`src/rtl/avalon_cmd_sequencer_if.sv`:
```
// Command stream, read-response stream and Avalon-MM host bus of the command sequencer.
// The sequencer (Avalon host) takes the master modport; the driver/peripheral side takes slave.
interface avalon_cmd_sequencer_if #(
    parameter int ADDR_W = 2
);
    logic              cmd_valid;
    logic              cmd_ready;
    logic              cmd_write;
    logic [ADDR_W-1:0] cmd_address;
    logic [31:0]       cmd_wdata;

    logic              rsp_valid;
    logic              rsp_ready;
    logic [31:0]       rsp_rdata;
    logic              rsp_timeout;

    logic              av_read;
    logic              av_write;
    logic [ADDR_W-1:0] av_address;
    logic [31:0]       av_writedata;
    logic              av_read_valid;
    logic [31:0]       av_readdata;

    modport master (
        input  cmd_valid, cmd_write, cmd_address, cmd_wdata,
        input  rsp_ready, av_read_valid, av_readdata,
        output cmd_ready, rsp_valid, rsp_rdata, rsp_timeout,
        output av_read, av_write, av_address, av_writedata
    );

    modport slave (
        output cmd_valid, cmd_write, cmd_address, cmd_wdata,
        output rsp_ready, av_read_valid, av_readdata,
        input  cmd_ready, rsp_valid, rsp_rdata, rsp_timeout,
        input  av_read, av_write, av_address, av_writedata
    );
endinterface

```
`src/rtl/avalon_cmd_sequencer.sv`:
```
// Queues register-access commands in a FIFO and issues them one at a time on an Avalon-MM host bus.
// state   | meaning
// IDLE    | pop the FIFO head when one is queued
// WR      | one-cycle av_write strobe
// RD      | one-cycle av_read strobe; same-cycle read_valid is accepted
// RD_WAIT | wait for read_valid, abort after TIMEOUT cycles
// RESP    | hold the read response until rsp_ready
module avalon_cmd_sequencer #(
    parameter int DEPTH   = 4,
    parameter int ADDR_W  = 2,
    parameter int TIMEOUT = 15
) (
    input  logic                         clk,
    input  logic                         reset,
    avalon_cmd_sequencer_if.master       bus,
    output logic                         busy
);
    localparam int PTR_W = $clog2(DEPTH);
    localparam int CNT_W = PTR_W + 1;
    localparam int TMR_W = $clog2(TIMEOUT + 1);

    typedef enum logic [2:0] {IDLE, WR, RD, RD_WAIT, RESP} state_t;

    state_t            state;
    logic [TMR_W-1:0]  timer;

    logic              fifo_wr   [DEPTH];
    logic [ADDR_W-1:0] fifo_addr [DEPTH];
    logic [31:0]       fifo_data [DEPTH];
    logic [PTR_W-1:0]  wr_ptr;
    logic [PTR_W-1:0]  rd_ptr;
    logic [CNT_W-1:0]  count;
    logic [CNT_W-1:0]  count_nxt;
    logic              push;
    logic              pop;

    assign push = bus.cmd_valid && bus.cmd_ready;
    assign pop  = (state == IDLE) && (count != '0);
    assign busy = (state != IDLE) || (count != '0);

    always_comb begin
        count_nxt = count;
        if (push && !pop)
            count_nxt = count + 1'b1;
        else if (!push && pop)
            count_nxt = count - 1'b1;
    end

    // cmd_ready comes from the next count, so a full FIFO shows not-ready even on a popping cycle
    always_ff @(posedge clk) begin
        if (reset) begin
            wr_ptr        <= '0;
            rd_ptr        <= '0;
            count         <= '0;
            bus.cmd_ready <= 1'b1;
        end else begin
            if (push) begin
                fifo_wr[wr_ptr]   <= bus.cmd_write;
                fifo_addr[wr_ptr] <= bus.cmd_address;
                fifo_data[wr_ptr] <= bus.cmd_wdata;
                wr_ptr            <= wr_ptr + 1'b1;
            end
            if (pop)
                rd_ptr <= rd_ptr + 1'b1;
            count         <= count_nxt;
            bus.cmd_ready <= (count_nxt != CNT_W'(DEPTH));
        end
    end

    always_ff @(posedge clk) begin
        if (reset) begin
            state            <= IDLE;
            timer            <= '0;
            bus.av_read      <= 1'b0;
            bus.av_write     <= 1'b0;
            bus.av_address   <= '0;
            bus.av_writedata <= '0;
            bus.rsp_valid    <= 1'b0;
            bus.rsp_rdata    <= '0;
            bus.rsp_timeout  <= 1'b0;
        end else begin
            case (state)
                IDLE: begin
                    if (pop) begin
                        bus.av_address <= fifo_addr[rd_ptr];
                        if (fifo_wr[rd_ptr]) begin
                            bus.av_write     <= 1'b1;
                            bus.av_writedata <= fifo_data[rd_ptr];
                            state            <= WR;
                        end else begin
                            bus.av_read <= 1'b1;
                            state       <= RD;
                        end
                    end
                end
                WR: begin
                    bus.av_write <= 1'b0;
                    state        <= IDLE;
                end
                RD: begin
                    bus.av_read <= 1'b0;
                    if (bus.av_read_valid) begin
                        bus.rsp_rdata   <= bus.av_readdata;
                        bus.rsp_timeout <= 1'b0;
                        bus.rsp_valid   <= 1'b1;
                        state           <= RESP;
                    end else begin
                        timer <= '0;
                        state <= RD_WAIT;
                    end
                end
                RD_WAIT: begin
                    if (bus.av_read_valid) begin
                        bus.rsp_rdata   <= bus.av_readdata;
                        bus.rsp_timeout <= 1'b0;
                        bus.rsp_valid   <= 1'b1;
                        state           <= RESP;
                    end else if (timer == TMR_W'(TIMEOUT - 1)) begin
                        bus.rsp_rdata   <= '0;
                        bus.rsp_timeout <= 1'b1;
                        bus.rsp_valid   <= 1'b1;
                        state           <= RESP;
                    end else begin
                        timer <= timer + 1'b1;
                    end
                end
                RESP: begin
                    if (bus.rsp_ready) begin
                        bus.rsp_valid <= 1'b0;
                        state         <= IDLE;
                    end
                end
                default: state <= IDLE;
            endcase
        end
    end
endmodule
```
`src/flat_wrapper.sv`:
```
// flat-port wrapper written by rule: the top's interface ports become plain ports
module avalon_cmd_sequencer_flat 
#(
    parameter int DEPTH   = 4,
    parameter int ADDR_W  = 2,
    parameter int TIMEOUT = 15
)
  (clk, reset, busy, bus_cmd_valid, bus_cmd_write, bus_cmd_address, bus_cmd_wdata, bus_rsp_ready, bus_av_read_valid, bus_av_readdata, bus_cmd_ready, bus_rsp_valid, bus_rsp_rdata, bus_rsp_timeout, bus_av_read, bus_av_write, bus_av_address, bus_av_writedata);
  avalon_cmd_sequencer_if #(.ADDR_W(ADDR_W)) bus_i ();
  input  logic clk;
  input  logic reset;
  output logic busy;
  input wire logic [$bits(bus_i.cmd_valid)-1:0] bus_cmd_valid;
  input wire logic [$bits(bus_i.cmd_write)-1:0] bus_cmd_write;
  input wire logic [$bits(bus_i.cmd_address)-1:0] bus_cmd_address;
  input wire logic [$bits(bus_i.cmd_wdata)-1:0] bus_cmd_wdata;
  input wire logic [$bits(bus_i.rsp_ready)-1:0] bus_rsp_ready;
  input wire logic [$bits(bus_i.av_read_valid)-1:0] bus_av_read_valid;
  input wire logic [$bits(bus_i.av_readdata)-1:0] bus_av_readdata;
  output wire logic [$bits(bus_i.cmd_ready)-1:0] bus_cmd_ready;
  output wire logic [$bits(bus_i.rsp_valid)-1:0] bus_rsp_valid;
  output wire logic [$bits(bus_i.rsp_rdata)-1:0] bus_rsp_rdata;
  output wire logic [$bits(bus_i.rsp_timeout)-1:0] bus_rsp_timeout;
  output wire logic [$bits(bus_i.av_read)-1:0] bus_av_read;
  output wire logic [$bits(bus_i.av_write)-1:0] bus_av_write;
  output wire logic [$bits(bus_i.av_address)-1:0] bus_av_address;
  output wire logic [$bits(bus_i.av_writedata)-1:0] bus_av_writedata;
  assign bus_i.cmd_valid = bus_cmd_valid;
  assign bus_i.cmd_write = bus_cmd_write;
  assign bus_i.cmd_address = bus_cmd_address;
  assign bus_i.cmd_wdata = bus_cmd_wdata;
  assign bus_i.rsp_ready = bus_rsp_ready;
  assign bus_i.av_read_valid = bus_av_read_valid;
  assign bus_i.av_readdata = bus_av_readdata;
  assign bus_cmd_ready = bus_i.cmd_ready;
  assign bus_rsp_valid = bus_i.rsp_valid;
  assign bus_rsp_rdata = bus_i.rsp_rdata;
  assign bus_rsp_timeout = bus_i.rsp_timeout;
  assign bus_av_read = bus_i.av_read;
  assign bus_av_write = bus_i.av_write;
  assign bus_av_address = bus_i.av_address;
  assign bus_av_writedata = bus_i.av_writedata;
  avalon_cmd_sequencer #(.DEPTH(DEPTH), .ADDR_W(ADDR_W), .TIMEOUT(TIMEOUT)) u_core (.clk(clk), .reset(reset), .bus(bus_i), .busy(busy));
endmodule
```
`config.mk`:
```
export PLATFORM = sky130hd
export DESIGN_NAME = avalon_cmd_sequencer_flat
export DESIGN_NICKNAME = d
export VERILOG_FILES = /design/src/rtl/avalon_cmd_sequencer_if.sv /design/src/rtl/avalon_cmd_sequencer.sv /design/src/flat_wrapper.sv
export SDC_FILE = /design/constraint.sdc
export NUM_CORES = 1
export LEC_CHECK = 0
export ABC_AREA = 0
export BUFFER_PORTS_ARGS = -buffer_cell sky130_fd_sc_hd__buf_2
export CORE_MARGIN = 2
export CORE_UTILIZATION = 32
export CTS_CLUSTER_SIZE = 40
export DETAILED_ROUTE_END_ITERATION = 10
export PLACE_DENSITY = 0.61
export SETUP_SLACK_MARGIN = 0.15
export SYNTH_ARGS = -nofsm -noshare
export SYNTH_HDL_FRONTEND = slang
export SYNTH_SLANG_ARGS = --single-unit
```
`constraint.sdc`:
```
create_clock -name clk -period 2.43 [get_ports clk]
set_clock_uncertainty 0.1 [all_clocks]
set_input_delay 0.486 -clock clk [delete_from_list [all_inputs] [get_ports clk]]
set_output_delay 0.486 -clock clk [all_outputs]
set_load 0.01 [all_outputs]
```
### Word-level counts from Yosys, hierarchy flattened

Memories as Yosys holds them, arrays and structs flattened. A register that Yosys moved wholly into a read port is not among the register bits.
Index checks and enable logic that the tools add are counted.
Widths: inputs -> output; s select.

* register bits: 51
* bits in latches: 0
* memory bits (writable): 140
* ROM bits: 0
* input bits: 72
* output and inout port bits: 72
* memories kept: 3

* $add $sub $neg: 5
* multiply operators: 0
* div/mod/pow operators: 0
* magnitude comparators: 0
* equality and inequality tests: 15
* shift operators: 0
* mux-type cells: 36
* bitwise logic cells: 0
* reduce and logical (&&, ||, !) cells: 22

Memory list
* u_core.fifo_data: words 4, width 32, read ports 1, clocked after Yosys merged registers in 1, wr ports 1, RTL line avalon_cmd_sequencer.sv:29 `logic [31:0] fifo_data [DEPTH];`
* u_core.fifo_addr: words 4, width 2, read ports 1, clocked after Yosys merged registers in 1, wr ports 1, RTL line avalon_cmd_sequencer.sv:28 `logic [ADDR_W-1:0] fifo_addr [DEPTH];`
* u_core.fifo_wr: words 4, width 1, read ports 1, clocked after Yosys merged registers in 1, wr ports 1, RTL line avalon_cmd_sequencer.sv:27 `logic fifo_wr [DEPTH];`

Operators with widths (number)
* $mux 32: 3
* $pmux 32 s2: 1
* $mux 3: 7
* $reduce_and 3->1: 5
* $ne 2x2->1 const B: 7
* $mux 1: 13
* $mux 4: 3
* $pmux 3 s4: 1
* $reduce_bool 3->1: 3
* $pmux 4 s2: 1
* $reduce_and 4->1: 2
* $eq 3x2->1 const B: 2
* $mux 2: 3
* $pmux 1 s2: 3
* $reduce_bool 2->1: 3
* $add 2x1->2 const B: 2
* $add 4x1->4 const B: 1
* $eq 4x4->1 const B: 1
* $logic_and 1x1->1: 4
* $add 3x1->3 const B: 1
* $eq 3x1->1 const B: 1
* $eq 3x3->1 const B: 1
* $logic_not 3->1: 1
* $ne 3x2->1 const B: 1
* other kinds (7): 8

### Longest topological paths before layout

Gate-level depths: netlist of the first run.

* depth after elaboration: 6
* depth in mapped cells: 9

### Worst setup path before layout of the first run

OpenSTA, ideal clock, no wires.

* path type: input port to flip-flop
* start: input bus_cmd_valid
* end: memory u_core.fifo_addr[0][0] (enable)
* library setup time: 0.396 ns
* arrival: 1.874 ns
* data required time: 1.934 ns
* path slack: 0.061 ns
* stages: 3
* path buffers: 1
* path through: and2_1 clkbuf_1 and3_1

* word-level cells in the longest chain between the ends: 4

Ends and longest elaborated chain
* start: declaration: RTL line flat_wrapper.sv:13 `input wire logic [$bits(bus_i.cmd_valid)-1:0] bus_cmd_valid;`
* $logic_and 1x1->1: RTL line avalon_cmd_sequencer.sv:37 `assign push = bus.cmd_valid && bus.cmd_ready;`
* $mux 1: RTL line avalon_cmd_sequencer.sv:57 `if (push) begin`
* $mux 1: RTL line avalon_cmd_sequencer.sv:51 `if (reset) begin`
* $mux 1 (implied by the code): RTL line avalon_cmd_sequencer.sv:59 `fifo_addr[wr_ptr] <= bus.cmd_address;`
* end: declaration: RTL line avalon_cmd_sequencer.sv:28

No other way between the ends.

### Worst setup path in the final report of the first run

* start: register u_core.count[0]
* end: output busy

* word-level cells in the longest chain between the ends: 2

Ends and longest elaborated chain
* start: declaration: RTL line avalon_cmd_sequencer.sv:32 `logic [CNT_W-1:0] count;`
* start signal: assignment: RTL line avalon_cmd_sequencer.sv:65 `count <= count_nxt;`
* $reduce_bool 3->1: RTL line avalon_cmd_sequencer.sv:39 `assign busy = (state != IDLE) || (count != '0);`
* $logic_or 1x1->1: RTL line avalon_cmd_sequencer.sv:39
* end: declaration: RTL line flat_wrapper.sv:12 `output logic busy;`

No other way between the ends.

==> metrics.md, run 1 <==
| Metric | Value |
|---|---|
| Drt initial violations | 345 |
| Setup TNS | 0 ns |
| Synth top area share | 50.0% |
| Clk buf depth | 3 |
| Slew Viols, Final | 0 |
| Pwr dens | around 1100 mW/mm^2 |
| Status | finished clean |
| Worst slew margin | 37.7% |
| Routed Antenna Nets | 0 |
| Synth Instances | 563 |
| Worst Path Max Fanout | 6 |
| Core ar. | 0.0259 sq mm |
| Post-synth EDFFs | 140 |
| Post-synthesis sequential area ratio | 70.7% |
| Post-Route WL | roughly 18000 um |
| Post-synth top flop | edfxtp_1 |
| Async set-reset flop share out of synthesis | 0% |
| Max frequency | around 460 MHz |
| Tcrit/Tclk final | 89.6% |
| Final Hold Fails | 0 |
| Die ar. | 0.0276 sq mm |
| Leakage | ~3.8 nW |
| Htree depth | 1 |
| Initial antenna violation count | 2 |
| Filler instances | 2422 |
| Clock sinks | 227 |
| Slew of the pin with the lowest slew margin | 0.935 ns |
| Post-synth top area cell | edfxtp_1 |
| Setup WS pre-CTS | 0.461 ns |
| Setup ws final | 0.252 ns |
| Largest delay share family, worst path | flip-flops |
| Synth top area cells | edfxtp_1 50%, dfxtp_1 21%, mux4_2 9.4%, nand2_1 2.9%, a22oi_1 2.9% |
| WL/cell | 17.0 um |
| Global-route wire length before repair | around 28000 um |
| Post-DP HPWL | 11200 um |
| Clock Latency Late Sink | 0.52 ns |
| Initial Utilization | 32.4% |
| Port bufs | 143 |
| Vias in the first global route | 5003 |
| Count of cell types in the netlist | 45 |
| Total grt overflow | 0 |
| Data arrival time of the worst path | 1.59 ns |
| DRC viols | 0 |
| CTS tree | yes |
| Mapped cell area | 0.00840 sq mm |
| Register area | 0.00595 sq mm |
| Maximum Capacitance Violations | 0 |
| CTS Hold Buffers Added | 0 |
| Worst path cell trace | inv_1 -> ha_1 -> nor2b_4 -> nand2_1 -> buf_2 |
| Slowest stage delay, CP | 0.41 ns |
| # setup viols final | 0 |
| Synthesized area per cell | 14.9 sq um |
| YS warnings | 0 |
| Diode count | 0 |
| Largest net degree at the start of global routing | 83 |
| Worst ir drop on vdd | about 0.00060 V |
| # nets final | about 800 |
| Crit end category | output port |
| Ports | 144 |
| RSZ-0062 raised after global routing | no |
| CTS Buf Count | 25 |
| Via count | 5002 |
| Layout cell share with drive strength beyond 1 | a little over a third |
| Total GRT Usage | 12.8% |
| Register bit total from synthesis | 227 |
| Die height | 166 um |
| Critical Path RT | ~1.8 ns |
| Crit path max-delay cell type | dfxtp_1 |
| Reg clk slew, reported paths | 0.06 ns |
| Crit path kind | register to output port |
| Drt pass-1 iters | 4 |
| Syn Nets | about 640 |
| Root buffer selected by CTS | clkbuf_16 |
| CP Launch Type | register |
| Vias per Instance | 4.68 |
| Rows | 59 |
| Fin crit period | 2.18 ns |
| Die Wd | 166 um |
| Crit path buf inv count | 2 |
| Area delta synth->final | 22.8% |
| RD Place Congestion | 0.733 |
| Hold Path Class | input port to register |
| Multi-input logic area | 0.00224 sq mm |
## through the flow
stage	area (sq um)	utilization [%]	hold WS (ns)	instances	power [mW]
floorplan	8410	-	0.361	563	7.06
global placement	9560	36.9	0.341	1021	8.04
detailed placement	9560	36.9	0.343	1021	8.07
CTS	10300	39.8	0.0606	1067	11.5
global route	10300	39.8	0.0625	1068	12.0
finish	10300	39.8	0.0805	1068	11.4
## power breakdown
part           switching (mW)  internal [mW]  total (mW)
clock                    1.45           1.96        3.42
sequential              0.309           4.62        4.93
combinational            1.75           1.29        3.04
## final timing paths
path	end	startpoint	slack (ns)	depth (start not counted)
min reg2reg	u_core.bus.av_writedata[22]$_SDFFE_PP0P_	u_core.bus.av_writedata[22]$_SDFFE_PP0P_	0.35	2
max	busy	u_core.count[0]$_SDFF_PP0_	0.25	5
max reg2reg	u_core.bus.rsp_rdata[9]$_SDFFE_PP0P_	u_core.timer[0]$_SDFFE_PP0P_	0.42	7
min	u_core.fifo_data[0][1]$_DFFE_PP_	bus_cmd_wdata[1]	0.08	1
## per-layer routing
metal | vias up | part of all wire, % | GRT usage [%]
li1 | 2398 | - | -
met1 | 2415 | 45 | 17.2
met2 | 154 | 47 | 21.0
met3 | 31 | 5.8 | 3.07
met4 | 4 | 2.0 | 3.33
met5 | - | 0.099 | 0
## cell families after synthesis
family	after synthesis	synth area share [%]
flops	227	70.7
xor+xnor	5	0.521
compound gates	88	6.68
mux	35	9.38
fa+ha+maj	9	1.34
buf+inv	44	2.78
simple gates	155	8.55
## cell type report
type / count / area share, %
inverters: 7 / 0.255
repair buffers: 161 / 9.12
multi-input cells: 292 / 21.7
well taps: 335 / 4.06
clock buffers: 36 / 6.66
flip-flops and latches: 227 / 57.6
clock inverters: 10 / 0.533
## synthesized netlist by cell type (2+ instances only)
cell type / number
nand2b_1: 4
o21ai_0: 3
buf_1: 2
edfxtp_1: 140
nand2_1: 65
xor2_1: 4
and2_1: 2
mux4_2: 35
clkbuf_4: 2
dfxtp_1: 87
buf_4: 4
a311oi_1: 2
nor2_1: 42
and3_1: 7
buf_6: 4
nor3_1: 5
ha_1: 9
nand3_1: 5
clkbuf_1: 12
buf_2: 13
nand2_2: 10
a211oi_1: 3
nand4_1: 2
a22oi_1: 32
a21oi_1: 42
inv_1: 7
nor2b_1: 2
## sequential cells by signal, summed over array words and instances, names as in the netlist, 3 cells and up, named ones only
register / cells
u_core.fifo_wr: 4
u_core.fifo_data: 128
u_core.timer: 4
u_core.state: 3
u_core.bus.rsp_rdata: 32
u_core.bus.av_writedata: 32
u_core.count: 3
u_core.fifo_addr: 8
## cells in the final DEF, fill, tap and decap left out, types with 2 or more instances in the layout
cell and count:
and3_1 2, and2_1 2, clkbuf_1 9, dfxtp_2 2, a211oi_1 3, clkinv_2 7, nand2b_1 4, buf_12 7
dfxtp_1 85, edfxtp_1 140, a21oi_1 42, xor2_1 4, nand4_1 2, clkbuf_8 2, nor2_1 42, nand2_2 10
nand3_1 5, nand2_1 65, and3_2 5, ha_1 9, buf_4 12, inv_1 7, o21ai_0 3, nor3_1 4
mux4_2 35, a22oi_1 32, buf_2 142, clkbuf_16 25, a311oi_1 2
## repair_timing
action	CTS	global route
resized for setup	2	1
setup buffers	0	1
endpoints found under the setup margin	1	1
No activity file was read; power rests on OpenSTA's default activity.
==> run 2, diff against run 1 <==
==> constraint.sdc (replaced) <==
create_clock -name clk -period 2.43 [get_ports clk]
set_clock_uncertainty 0.1 [all_clocks]
set_input_delay 0.486 -clock clk [delete_from_list [all_inputs] [get_ports clk]]
set_output_delay 0.486 -clock clk [all_outputs]
set_load 0.1 [all_outputs]
==> run 2 against run 1 <==
  * Fmax fell by 0.85%
  * Non-clock buffer count is 2 higher
  * Largest power group is now combinational logic
  * Highest routed layer unchanged
  * Global-route usage about the same
  * Cell count up 0.19%
==> metrics.md, run 2 (synthesis results as in run 1) <==
| Metric | Value |
|---|---|
| Commonest cells after routing, fill and taps aside | 141 x buf_2, 140 x edfxtp_1, 83 x dfxtp_1 |
| Initial antenna violation count | 2 |
| Reg clk slew, reported paths | 0.06 ns |
| Clock sinks | roughly 230 |
| Htree depth | 1 |
| Post-DP HPWL | 11000 um |
| Setup WS pre-CTS | around 0.38 ns |
| Layout cell share with drive strength beyond 1 | 36.2% |
| Clk buf depth | 3 |
| Rows | 59 |
| Routed Antenna Nets | 0 |
| RD Place Congestion | between 0.7 and 0.8 |
| Leakage | 3.87 nW |
| Global-route wire length before repair | about 28000 um |
| Ports | 144 |
| Via count | about 5000 |
| Dpl cell area | 0.00952 sq mm |
| Total GRT Usage | about an eighth |
| Drt pass-1 iters | 4 |
| Fin crit period | 2.20 ns |
| WL/cell | 16.5 um |
| Max reg flops | 128 |
| Slew of the pin with the lowest slew margin | 0.929 ns |
| Port bufs | between 100 and 150 |
| Pwr dens | 1360 mW/mm^2 |
| Total grt overflow | 0 |
| Tcrit/Tclk final | roughly nine tenths |
| CP Launch Type | register |
| # nets final | 797 |
| Vias in the first global route | about 5100 |
| Setup TNS | 0 ns |
| Biggest register | u_core.fifo_data |
| Data arrival time of the worst path | 1.61 ns |
| Post-Route WL | 17600 um |
| Max frequency | 455 MHz |
| Die height | around 170 um |
| Slew Viols, Final | 0 |
| Most common cell after layout, fill and taps aside | buf_2 |
| Maximum Capacitance Violations | 0 |
| Largest net degree at the start of global routing | 83 |
| Critical Path RT | 1.84 ns |
| DRC viols | 0 |
| Die ar. | roughly 0.028 sq mm |
| Initial Utilization | around 32% |
| Core ar. | around 0.026 sq mm |
| Status | finished clean |
| Final Hold Fails | 0 |
| Worst ir drop on vdd | 0.000720 V |
| RSZ-0062 raised after global routing | no |
| Area delta synth->final | 24.4% |
| Worst Path Max Fanout | 5 |
| Die Wd | approximately 170 um |
| Vias per Instance | 4.71 |
| Worst slew margin | between 30% and 40% |
| Crit path kind | register to output port |
| Root buffer selected by CTS | clkbuf_16 |
| Largest regs | u_core.fifo_data (128), u_core.bus.av_writedata (32), u_core.bus.rsp_rdata (32) |
| Crit end category | output port |
| Design Area, Final | 0.0105 sq mm |
| Diode count | 0 |
| Setup ws final | 0.233 ns |
| Hold Path Class | input port to register |
| Drt initial violations | about 300 |
| # setup viols final | 0 |
| CTS Hold Buffers Added | 0 |
| CTS tree | yes |
| CTS Buf Count | 25 |
| Clock Latency Late Sink | 0.52 ns |
==> run 2: where the power goes <==
group / switching, mW / internal [mW]
registers: 0.284 / 4.62
logic: 3.93 / 1.35
clock network: 1.53 / 2.49
==> run 2: final timing paths <==
path	slack, ns	start	depth (start not counted)	to
min	0.07	bus_cmd_wdata[6]	1	u_core.fifo_data[0][6]$_DFFE_PP_
max	0.23	u_core.count[1]$_SDFF_PP0_	5	busy
max reg2reg	0.57	u_core.fifo_wr[0]$_DFFE_PP_	5	u_core.bus.av_writedata[1]$_SDFFE_PP0P_
min reg2reg	0.35	u_core.bus.av_writedata[30]$_SDFFE_PP0P_	2	u_core.bus.av_writedata[30]$_SDFFE_PP0P_
==> run 2: worst max-delay path: stages (launching register included) <==
cell     delay [ns]
dfxtp_1        0.39
inv_1          0.08
ha_1           0.20
nor2b_4        0.13
nand2_1        0.10
buf_12         0.18
==> run 2: repair_timing <==
| action | in CTS | in global routing |
|---|---|---|
| buffers inserted | 1 | 0 |
| endpoints found under the setup margin | 1 | 1 |
| gates resized for setup | 6 | 1 |
==> run 2: final cells by class <==
cell class              count  area, sq um
fillers                  2427        15500
flip-flops and latches    227         5950
multi-input cells         292         2240
repair buffers            163          921
clock buffers              30          698
well taps                 335          419
clock inverters            16          198
inverters                   7         26.3
==> run 2: metal layers <==
layer | vias to the layer above | part of all wire [%] | global-route usage [%] | wire [um]
met1 | 2452 | 45 | 17.2 | 7930
met2 | 140 | 47 | 21.1 | 8230
met4 | 4 | 2.2 | 3.14 | 389
met3 | 34 | 6.0 | 3.15 | 1060
met5 | - | 0.15 | 0 | 26
li1 | 2405 | - | - | -
==> run 2: per-stage QoR <==
step	utilization, %	hold WS [ns]	power [mW]	instances
2_1_floorplan	-	0.361	9.22	563
3_3_place_gp	36.8	0.341	10.2	1023
3_5_place_dp	36.8	0.344	10.2	1023
4_1_cts	40.3	0.0563	14.4	1070
5_1_grt	40.3	0.0578	14.9	1070
6_report	40.3	0.0741	14.2	1070
